**config.mk**
```make
export PLATFORM = sky130hd
export DESIGN_NAME = multi_cycle_ctrl_flat
export DESIGN_NICKNAME = d
export VERILOG_FILES = /design/src/rtl/multi_cycle_ctrl_if.sv /design/src/rtl/multi_cycle_ctrl.sv /design/src/flat_wrapper.sv
export SDC_FILE = /design/constraint.sdc
export NUM_CORES = 1
export LEC_CHECK = 0
export CAP_MARGIN = 20
export CORE_ASPECT_RATIO = 0.8
export CORE_UTILIZATION = 60
export DETAILED_ROUTE_END_ITERATION = 8
export DONT_BUFFER_PORTS = 1
export PLACE_DENSITY = 0.87
export SYNTH_ARGS = -nofsm -noshare
export SYNTH_HDL_FRONTEND = slang
export SYNTH_SLANG_ARGS = --single-unit
```
**constraint.sdc**
```tcl
create_clock -name clk -period 1.9 [get_ports clk]
set_input_delay 0.19 -clock clk [delete_from_list [all_inputs] [get_ports clk]]
set_output_delay 0.19 -clock clk [all_outputs]
set_load 0.005 [all_outputs]
```
**src/rtl/multi_cycle_ctrl_if.sv**
```systemverilog
// multi_cycle_ctrl_if: IR fields, ALU flag and memory handshakes in; datapath control buses out.
interface multi_cycle_ctrl_if #(parameter int CNT_W = 32);
  logic [5:0] Op;
  logic [5:0] Funct;
  logic Zero;
  logic IMRdy;
  logic DMRdy;
  logic IRWr;
  logic PCWr;
  logic RFWr;
  logic DMWr;
  logic DMRd;
  logic [1:0] EXTOp;
  logic [1:0] NPCOp;
  logic [4:0] ALUOp;
  logic [1:0] RegDst;
  logic [1:0] ALUSrcA;
  logic [1:0] ALUSrcB;
  logic MemtoReg;
  logic Illegal;
  logic [CNT_W-1:0] RetireCnt;
  modport master (
    input  Op, Funct, Zero, IMRdy, DMRdy,
    output IRWr, PCWr, RFWr, DMWr, DMRd, EXTOp, NPCOp, ALUOp, RegDst, ALUSrcA, ALUSrcB, MemtoReg, Illegal, RetireCnt
  );
  modport slave (
    output Op, Funct, Zero, IMRdy, DMRdy,
    input  IRWr, PCWr, RFWr, DMWr, DMRd, EXTOp, NPCOp, ALUOp, RegDst, ALUSrcA, ALUSrcB, MemtoReg, Illegal, RetireCnt
  );
endinterface

```
**src/rtl/multi_cycle_ctrl.sv**
```systemverilog
// multi_cycle_ctrl: FETCH/DECODE/EXEC/MEM/WB sequencer for a shared-datapath MIPS core.
module multi_cycle_ctrl #(
  parameter int CNT_W = 32
) (
  input logic clk,
  input logic rst,
  multi_cycle_ctrl_if.master bus
);
  localparam logic [1:0] NPC_PLUS4 = 2'd0, NPC_BRANCH = 2'd1, NPC_JUMP = 2'd2, NPC_JR = 2'd3;
  localparam logic [1:0] EXT_ZERO = 2'd0, EXT_SIGNED = 2'd1, EXT_HIGHPOS = 2'd2;
  localparam logic [4:0] ALU_NOP = 5'd0, ALU_ADD = 5'd1, ALU_OR = 5'd4, ALU_ADDU = 5'd7, ALU_SUBU = 5'd8;
  localparam logic [4:0] ALU_SLL = 5'd11, ALU_SRL = 5'd12, ALU_SRA = 5'd13, ALU_EQL = 5'd14;
  typedef enum logic [2:0] {FETCH, DECODE, EXEC, MEM, WB} state_t;
  state_t state_q, state_d;
  logic [CNT_W-1:0] cnt_q;
  logic retire;
  logic r_t, addu, subu, sll, srl, sra, jr, ori, lui, lw, sw, beq, j, jal, shift, exec_cls;
  logic [1:0] alu_a, alu_b, alu_ext;
  logic [4:0] alu_op;
  assign r_t = bus.Op == 6'h00;
  assign addu = r_t && bus.Funct == 6'h21;
  assign subu = r_t && bus.Funct == 6'h23;
  assign sll = r_t && bus.Funct == 6'h00;
  assign srl = r_t && bus.Funct == 6'h02;
  assign sra = r_t && bus.Funct == 6'h03;
  assign jr = r_t && bus.Funct == 6'h08;
  assign ori = bus.Op == 6'h0d;
  assign lui = bus.Op == 6'h0f;
  assign lw = bus.Op == 6'h23;
  assign sw = bus.Op == 6'h2b;
  assign beq = bus.Op == 6'h04;
  assign j = bus.Op == 6'h02;
  assign jal = bus.Op == 6'h03;
  assign shift = sll | srl | sra;
  assign exec_cls = addu | subu | shift | ori | lui | lw | sw | beq;
  // EXEC operand/function selects, re-driven through MEM and WB
  assign alu_a = shift ? 2'd1 : 2'd0;
  assign alu_b = (shift | ori | lui | lw | sw) ? 2'd1 : 2'd0;
  assign alu_ext = lui ? EXT_HIGHPOS : (lw | sw) ? EXT_SIGNED : EXT_ZERO;
  assign alu_op = addu ? ALU_ADDU : subu ? ALU_SUBU : sll ? ALU_SLL : srl ? ALU_SRL : sra ? ALU_SRA :
                  ori ? ALU_OR : (lw | sw) ? ALU_ADD : beq ? ALU_EQL : ALU_NOP;
  assign bus.RetireCnt = cnt_q;
  always_ff @(posedge clk or posedge rst) begin
    if (rst) begin
      state_q <= FETCH;
      cnt_q <= '0;
    end else begin
      state_q <= state_d;
      if (retire) cnt_q <= cnt_q + CNT_W'(1);
    end
  end
  always_comb begin
    state_d = state_q;
    retire = 1'b0;
    bus.IRWr = 1'b0;
    bus.PCWr = 1'b0;
    bus.RFWr = 1'b0;
    bus.DMWr = 1'b0;
    bus.DMRd = 1'b0;
    bus.Illegal = 1'b0;
    bus.MemtoReg = 1'b0;
    bus.NPCOp = NPC_PLUS4;
    bus.RegDst = 2'd0;
    bus.ALUSrcA = 2'd0;
    bus.ALUSrcB = 2'd0;
    bus.ALUOp = ALU_NOP;
    bus.EXTOp = EXT_ZERO;
    if (state_q inside {EXEC, MEM, WB}) begin
      bus.ALUSrcA = alu_a;
      bus.ALUSrcB = alu_b;
      bus.ALUOp = alu_op;
      bus.EXTOp = alu_ext;
    end
    case (state_q)
      FETCH: if (bus.IMRdy) begin
        bus.IRWr = 1'b1;
        bus.PCWr = 1'b1;
        state_d = DECODE;
      end
      DECODE: if (j | jal | jr) begin
        bus.PCWr = 1'b1;
        bus.NPCOp = jr ? NPC_JR : NPC_JUMP;
        bus.RFWr = jal;
        bus.RegDst = jal ? 2'd2 : 2'd0;
        bus.ALUSrcA = jal ? 2'd2 : 2'd0;
        bus.ALUSrcB = jal ? 2'd2 : 2'd0;
        bus.ALUOp = jal ? ALU_ADDU : ALU_NOP;
        state_d = FETCH;
        retire = 1'b1;
      end else if (exec_cls) begin
        state_d = EXEC;
      end else begin
        bus.Illegal = 1'b1;
        state_d = FETCH;
      end
      EXEC: if (beq) begin
        bus.NPCOp = NPC_BRANCH;
        bus.PCWr = bus.Zero;
        state_d = FETCH;
        retire = 1'b1;
      end else begin
        state_d = (lw | sw) ? MEM : WB;
      end
      MEM: begin
        bus.DMRd = lw;
        bus.DMWr = sw;
        if (bus.DMRdy) begin
          state_d = lw ? WB : FETCH;
          retire = sw;
        end
      end
      WB: begin
        bus.RFWr = 1'b1;
        bus.RegDst = r_t ? 2'd1 : 2'd0;
        bus.MemtoReg = lw;
        state_d = FETCH;
        retire = 1'b1;
      end
      default: state_d = FETCH;
    endcase
    // reset forces every enable low even while the state register is held
    if (rst) begin
      bus.IRWr = 1'b0;
      bus.PCWr = 1'b0;
      bus.RFWr = 1'b0;
      bus.DMWr = 1'b0;
      bus.DMRd = 1'b0;
      bus.Illegal = 1'b0;
    end
  end
endmodule
```
**src/flat_wrapper.sv**
```systemverilog
// flat-port wrapper written by rule: the top's interface ports become plain ports
module multi_cycle_ctrl_flat 
#(
  parameter int CNT_W = 32
)
  (clk, rst, bus_Op, bus_Funct, bus_Zero, bus_IMRdy, bus_DMRdy, bus_IRWr, bus_PCWr, bus_RFWr, bus_DMWr, bus_DMRd, bus_EXTOp, bus_NPCOp, bus_ALUOp, bus_RegDst, bus_ALUSrcA, bus_ALUSrcB, bus_MemtoReg, bus_Illegal, bus_RetireCnt);
  multi_cycle_ctrl_if #(.CNT_W(CNT_W)) bus_i ();
  input logic clk;
  input logic rst;
  input wire logic [$bits(bus_i.Op)-1:0] bus_Op;
  input wire logic [$bits(bus_i.Funct)-1:0] bus_Funct;
  input wire logic [$bits(bus_i.Zero)-1:0] bus_Zero;
  input wire logic [$bits(bus_i.IMRdy)-1:0] bus_IMRdy;
  input wire logic [$bits(bus_i.DMRdy)-1:0] bus_DMRdy;
  output wire logic [$bits(bus_i.IRWr)-1:0] bus_IRWr;
  output wire logic [$bits(bus_i.PCWr)-1:0] bus_PCWr;
  output wire logic [$bits(bus_i.RFWr)-1:0] bus_RFWr;
  output wire logic [$bits(bus_i.DMWr)-1:0] bus_DMWr;
  output wire logic [$bits(bus_i.DMRd)-1:0] bus_DMRd;
  output wire logic [$bits(bus_i.EXTOp)-1:0] bus_EXTOp;
  output wire logic [$bits(bus_i.NPCOp)-1:0] bus_NPCOp;
  output wire logic [$bits(bus_i.ALUOp)-1:0] bus_ALUOp;
  output wire logic [$bits(bus_i.RegDst)-1:0] bus_RegDst;
  output wire logic [$bits(bus_i.ALUSrcA)-1:0] bus_ALUSrcA;
  output wire logic [$bits(bus_i.ALUSrcB)-1:0] bus_ALUSrcB;
  output wire logic [$bits(bus_i.MemtoReg)-1:0] bus_MemtoReg;
  output wire logic [$bits(bus_i.Illegal)-1:0] bus_Illegal;
  output wire logic [$bits(bus_i.RetireCnt)-1:0] bus_RetireCnt;
  assign bus_i.Op = bus_Op;
  assign bus_i.Funct = bus_Funct;
  assign bus_i.Zero = bus_Zero;
  assign bus_i.IMRdy = bus_IMRdy;
  assign bus_i.DMRdy = bus_DMRdy;
  assign bus_IRWr = bus_i.IRWr;
  assign bus_PCWr = bus_i.PCWr;
  assign bus_RFWr = bus_i.RFWr;
  assign bus_DMWr = bus_i.DMWr;
  assign bus_DMRd = bus_i.DMRd;
  assign bus_EXTOp = bus_i.EXTOp;
  assign bus_NPCOp = bus_i.NPCOp;
  assign bus_ALUOp = bus_i.ALUOp;
  assign bus_RegDst = bus_i.RegDst;
  assign bus_ALUSrcA = bus_i.ALUSrcA;
  assign bus_ALUSrcB = bus_i.ALUSrcB;
  assign bus_MemtoReg = bus_i.MemtoReg;
  assign bus_Illegal = bus_i.Illegal;
  assign bus_RetireCnt = bus_i.RetireCnt;
  multi_cycle_ctrl #(.CNT_W(CNT_W)) u_core (.clk(clk), .rst(rst), .bus(bus_i));
endmodule
```
**After elaboration in Yosys (flattened, before gate mapping)**

Index checks and enable logic that the tools add are counted.

- Input port bits: 17
- Register bits: 35
- Output and inout bits: 54
- Word-level logic and storage cells: 109

- Multiplexer cells: 61
- Reductions and logical operators: 11
- Equality and inequality tests: 18
- Bitwise operators: 16
- Add/sub/neg operators: 1

Operator list:

| kind | number |
|---|---|
| $mux W5 | 10 |
| $add A32 B1 Y32 const B | 1 |
| $mux W1 | 25 |
| $eq A6 B2 Y1 const B | 4 |
| $eq A6 B6 Y1 const B | 4 |
| $mux W2 | 12 |
| $mux W3 | 7 |
| $eq A6 B4 Y1 const B | 3 |
| $or A1 B1 Y1 | 16 |
| $logic_not A6 Y1 | 2 |
| $pmux W3 S4 | 1 |
| $pmux W2 S2 | 2 |
| $eq A3 B2 Y1 const B | 2 |
| $eq A6 B3 Y1 const B | 1 |
| $logic_and A1 B1 Y1 | 6 |
| $mux W4 | 1 |
| $ne A2 B2 Y1 const B | 2 |
| $pmux W1 S4 | 1 |
| $eq A3 B1 Y1 const B | 1 |
| $eq A3 B3 Y1 const B | 1 |
| $logic_not A3 Y1 | 1 |
| $pmux W1 S3 | 1 |
| $reduce_bool A3 Y1 | 1 |
| $pmux W1 S2 | 1 |
| $reduce_and A2 Y1 | 1 |

**Depth between registers and ports, before layout**

- Word-level depth: 14
- Gate-level depth with buffers: 9
- Gate-level depth less buffers: 6

**Worst setup path before layout**

Ideal clock, no wire load.

- Path type: reg-to-reg
- Start point: register u_core.cnt_q[6], in the netlist u_core.bus.RetireCnt[6]
- End point: register u_core.cnt_q[23], in the netlist u_core.bus.RetireCnt[23]
- Setup slack: 0.165 ns
- Period minus slack after synthesis: 1.735 ns
- Setup time: 0.079 ns
- Stages on the path, launching flop included: 7
- Path buffers: 0
- Arrival time: 1.656 ns
- Data required time: 1.821 ns
- Cells stage by stage: dfrtp_1 > and4_1 > and3_1 > and4_1 > o211ai_2 > nor3_1 > xor2_1

- Longest elaborated chain between the ends: 1

Ends and longest elaborated chain:

| what | RTL line | RTL |
|---|---|---|
| from (decl) | multi_cycle_ctrl.sv:15 | `logic [CNT_W-1:0] cnt_q;` |
| from (signal assigned) | multi_cycle_ctrl.sv:49 | `if (retire) cnt_q <= cnt_q + CNT_W'(1);` |
| $add A32 B1 Y32 | multi_cycle_ctrl.sv:49 |  |

Every way passes these cells.
A chain may end at the register's enable or synchronous reset.

**Final worst setup path**

- Start point: register u_core.state_q[0]
- End point: register u_core.cnt_q[20], in the netlist u_core.bus.RetireCnt[20]

- Longest elaborated chain between the ends: 2
- Elaborated cells between the ends (all ways): 5
- Classes of those cells: eq/ne (4); mux (1)

Ends and longest elaborated chain:

| what | RTL line | RTL |
|---|---|---|
| from (decl) | multi_cycle_ctrl.sv:14 | `state_t state_q, state_d;` |
| from (signal assigned) | multi_cycle_ctrl.sv:48 | `state_q <= state_d;` |
| $eq A3 B3 Y1 (tied with other cells) | multi_cycle_ctrl.sv:74 | `case (state_q)` |
| $pmux W1 S4 * | multi_cycle_ctrl.sv:74 |  |

Mark *: on every way between the ends. The rest lies on a longest branch, timed or not.

==> flow_summary.toml <==
[status]
status = "finished, final reports clean"

[placed_design]
dpl.hpwl_um = 3740
io_buffers = 0
place_ws_ns = 0.0292
place.gp.congestion = 0.828

[synthesis]
synthesis.area_um2 = 2140
synthFlopType = "dfrtp_1"
avgSynthCellArea_um2 = 8.93
synth_nets = 258
synth-seq-area-share_pct = 40.9
synth_cell_types = 42
ys_ff_latch = 35
synth_edf_count = 0
synthCells = 240
synthArstFlopShare_pct = 100
yosys_warnings = 0

[route]
wirelength_um = 5230
drt_iter0_markers = 179
first_pass_iters = 5
drc = 0
avgRoutedWirePerCell_um = 17.4
viasPerCell = 6.25
vias = 1874
final_antenna_net_count = 0

[power_and_ir_drop]
p_per_area_nw_per_um2 = 659
power.internal_w = 0.00118
pwr-share-comb_pct = 11.1
p_seq_share_pct = 52.5
switching_power_w = 0.000419
p_leak_nw = 1.05
ir_worst_vdd_uv = 642
power_frac_clock_pct = 36.4
swShare_pct = 26.2

[critical_path]
worstPathArrival_ns = 2.01
crit_family = "simple AND/OR/NAND/NOR gates"
r2r-start = "u_core.state_q[0]"
reg2reg_setup_slack_ns = 0.05
slowest_stage = "a21oi_1"
path_cells = "and4_1, nand3_1, a21oi_1, or2_4, nand4_1, xnor2_1"
cp-end-kind = "register"
cp_max_fo = 19
startpoint = "u_core.state_q[0]"
critPathBufInv = 0
max_stage_delay_ns = 0.41
crit_type = "register to register"
critPathRequiredTime_ns = 2.06
start_kind = "register"

[timing]
setup_slack_ns = 0.0531
period_needed_ns = 1.85
hold_viol_final = 0
period_share_pct = 97.2
finalMaxSlewViolations = 0
fin_skew_ns = 0.00483
finalSetupViolCount = 0
fmax_mhz = 541

[clock_tree]
cts_buffer_depth = 2
clock_latency_ns = 0.28
cts_tree = "yes"
numCtsBuffers = 5
path_clk_slew_ns = 0.07
cts_max_level = 2
ctsRootBufferMaster = "clkbuf_8"
cts_sinks = 35

[global_routing]
grt_pass1_wl_um = 7980
grt_overflow_total = 0
antenna_found_initial = 0
grt_pass1_vias = 1715
grt_use_total_pct = 28.1
grt_max_degree = 36

[floorplan]
design.core.area_um2 = 3420
row_count = 19
initial_core_util_pct = 62.6
io_pins = 71
die_w_um = 68.8
die_h_um = 55.5
die_area_um2 = 3820

[layout]
n_antenna_cell = 0
final_util_pct = 71.1
finalNetCount = 275
drive_gt1_share_pct = 15.9
fillers = 262
syn_to_final_growth_pct = 13.5

[hold_path]
hp-start = "bus_DMRdy"
hp-class = "primary input to register"

[run]
maxCapViolCount = 0
worst min-delay path, stage by stage:
cell	delay, ns
inv_1	0.03
a31oi_1	0.07
nor2_1	0.08
cell families after synthesis:
family | count (synthesis) | synth area share (%)
simple gates | 126 | 32.6
flops | 35 | 40.9
xor+xnor | 33 | 13.5
compound gates | 24 | 7.24
buf+inv | 18 | 4.14
mux | 2 | 0.934
fa+ha+maj | 1 | 0.584
other cells | 1 | 0.175
stage by stage:
stage | hold WS, ns | instance area (um^2) | total power [W] | cells | setup TNS [ns]
after floorplan | 0.353 | 2140 | 0.000985 | 240 | 0
after global placement | 0.225 | 2260 | 0.00102 | 288 | 0
after detailed placement | 0.230 | 2260 | 0.00102 | 288 | 0
after CTS | 0.128 | 2370 | 0.00159 | 297 | 0
after global routing | 0.141 | 2430 | 0.00167 | 300 | -0.214
final | 0.132 | 2430 | 0.00160 | 300 | 0
synthesized netlist by cell type (all sizes together), types with 5 or more instances:
master / count / area, um^2
clkbuf: 5 / 18.8
buf: 6 / 43.8
nand3: 15 / 75.1
nand4: 14 / 87.6
dfrtp: 35 / 876
nor2: 23 / 88.8
inv: 7 / 26.3
nor3: 12 / 65.1
o21ai: 5 / 28.8
and3: 14 / 87.6
nand2: 19 / 71.3
nor2b: 5 / 31.3
xnor2: 23 / 201
a21oi: 10 / 50.1
xor2: 10 / 87.6
cells in the final DEF (no fill, tap or decap), types with 2 or more instances in the layout:
master,count
dfrtp_1,35
xnor2_1,23
nor2_1,22
buf_4,20
nand2_1,19
nand3_1,15
and3_1,14
nand4_1,14
xor2_1,10
a21oi_1,9
nor3_1,9
inv_1,7
clkbuf_8,7
nor2b_1,5
nand2b_1,4
o21ai_0,4
and4_1,3
nor3_2,3
a31oi_1,3
nand3b_1,3
nor4_2,2
and2_1,2
mux2i_1,2
nor4_1,2
layer usage:
layer / share of wire [%] / track usage [%]
met4: 1.7 / 9.33
met2: 46 / 38.4
met3: 8.7 / 10.5
met1: 43 / 40.7
met5: 0 / 0
final timing paths:
kind | endpoint | cells past startpoint
max | u_core.bus.RetireCnt[20] | 6
min | u_core.state_q[0] | 3
max reg2reg | u_core.bus.RetireCnt[20] | 6
min reg2reg | u_core.bus.RetireCnt[31] | 1
max in group asynchronous | u_core.bus.RetireCnt[20] | 3
min in group asynchronous | u_core.state_q[0] | 3
power groups by stage:
stage | registers (W) | clock network, W | logic (W)
finish | 0.000841 | 0.000583 | 0.000178
global route | 0.000850 | 0.000618 | 0.000198
CTS | 0.000839 | 0.000583 | 0.000173
detailed placement | 0.000852 | 0 | 0.000170
global placement | 0.000851 | 0 | 0.000166
floorplan | 0.000838 | 0 | 0.000146
state kept, by name, summed over array words and instances (netlist names):
name	flops
u_core.state_q	3
u_core.bus.RetireCnt	32
final cells by class:
type / instances / area, um^2 / area share (%)
Multi-Input combinational cell: 187 / 1220 / 50.1
Sequential cell: 35 / 876 / 36.0
Timing Repair Buffer: 21 / 160 / 6.58
Clock buffer: 8 / 100 / 4.12
Tap cell: 42 / 52.6 / 2.16
Inverter: 7 / 26.3 / 1.08
timing repair:
| action | CTS | global route |
|---|---|---|
| endpoints found under the setup margin | 0 | 28 |
| hold endpoints to repair | 35 | 0 |
| setup buffers | 0 | 3 |
| hold buffers | 1 | 0 |
| gates resized for setup | 0 | 8 |
Power figures use the tool's default switching activity.
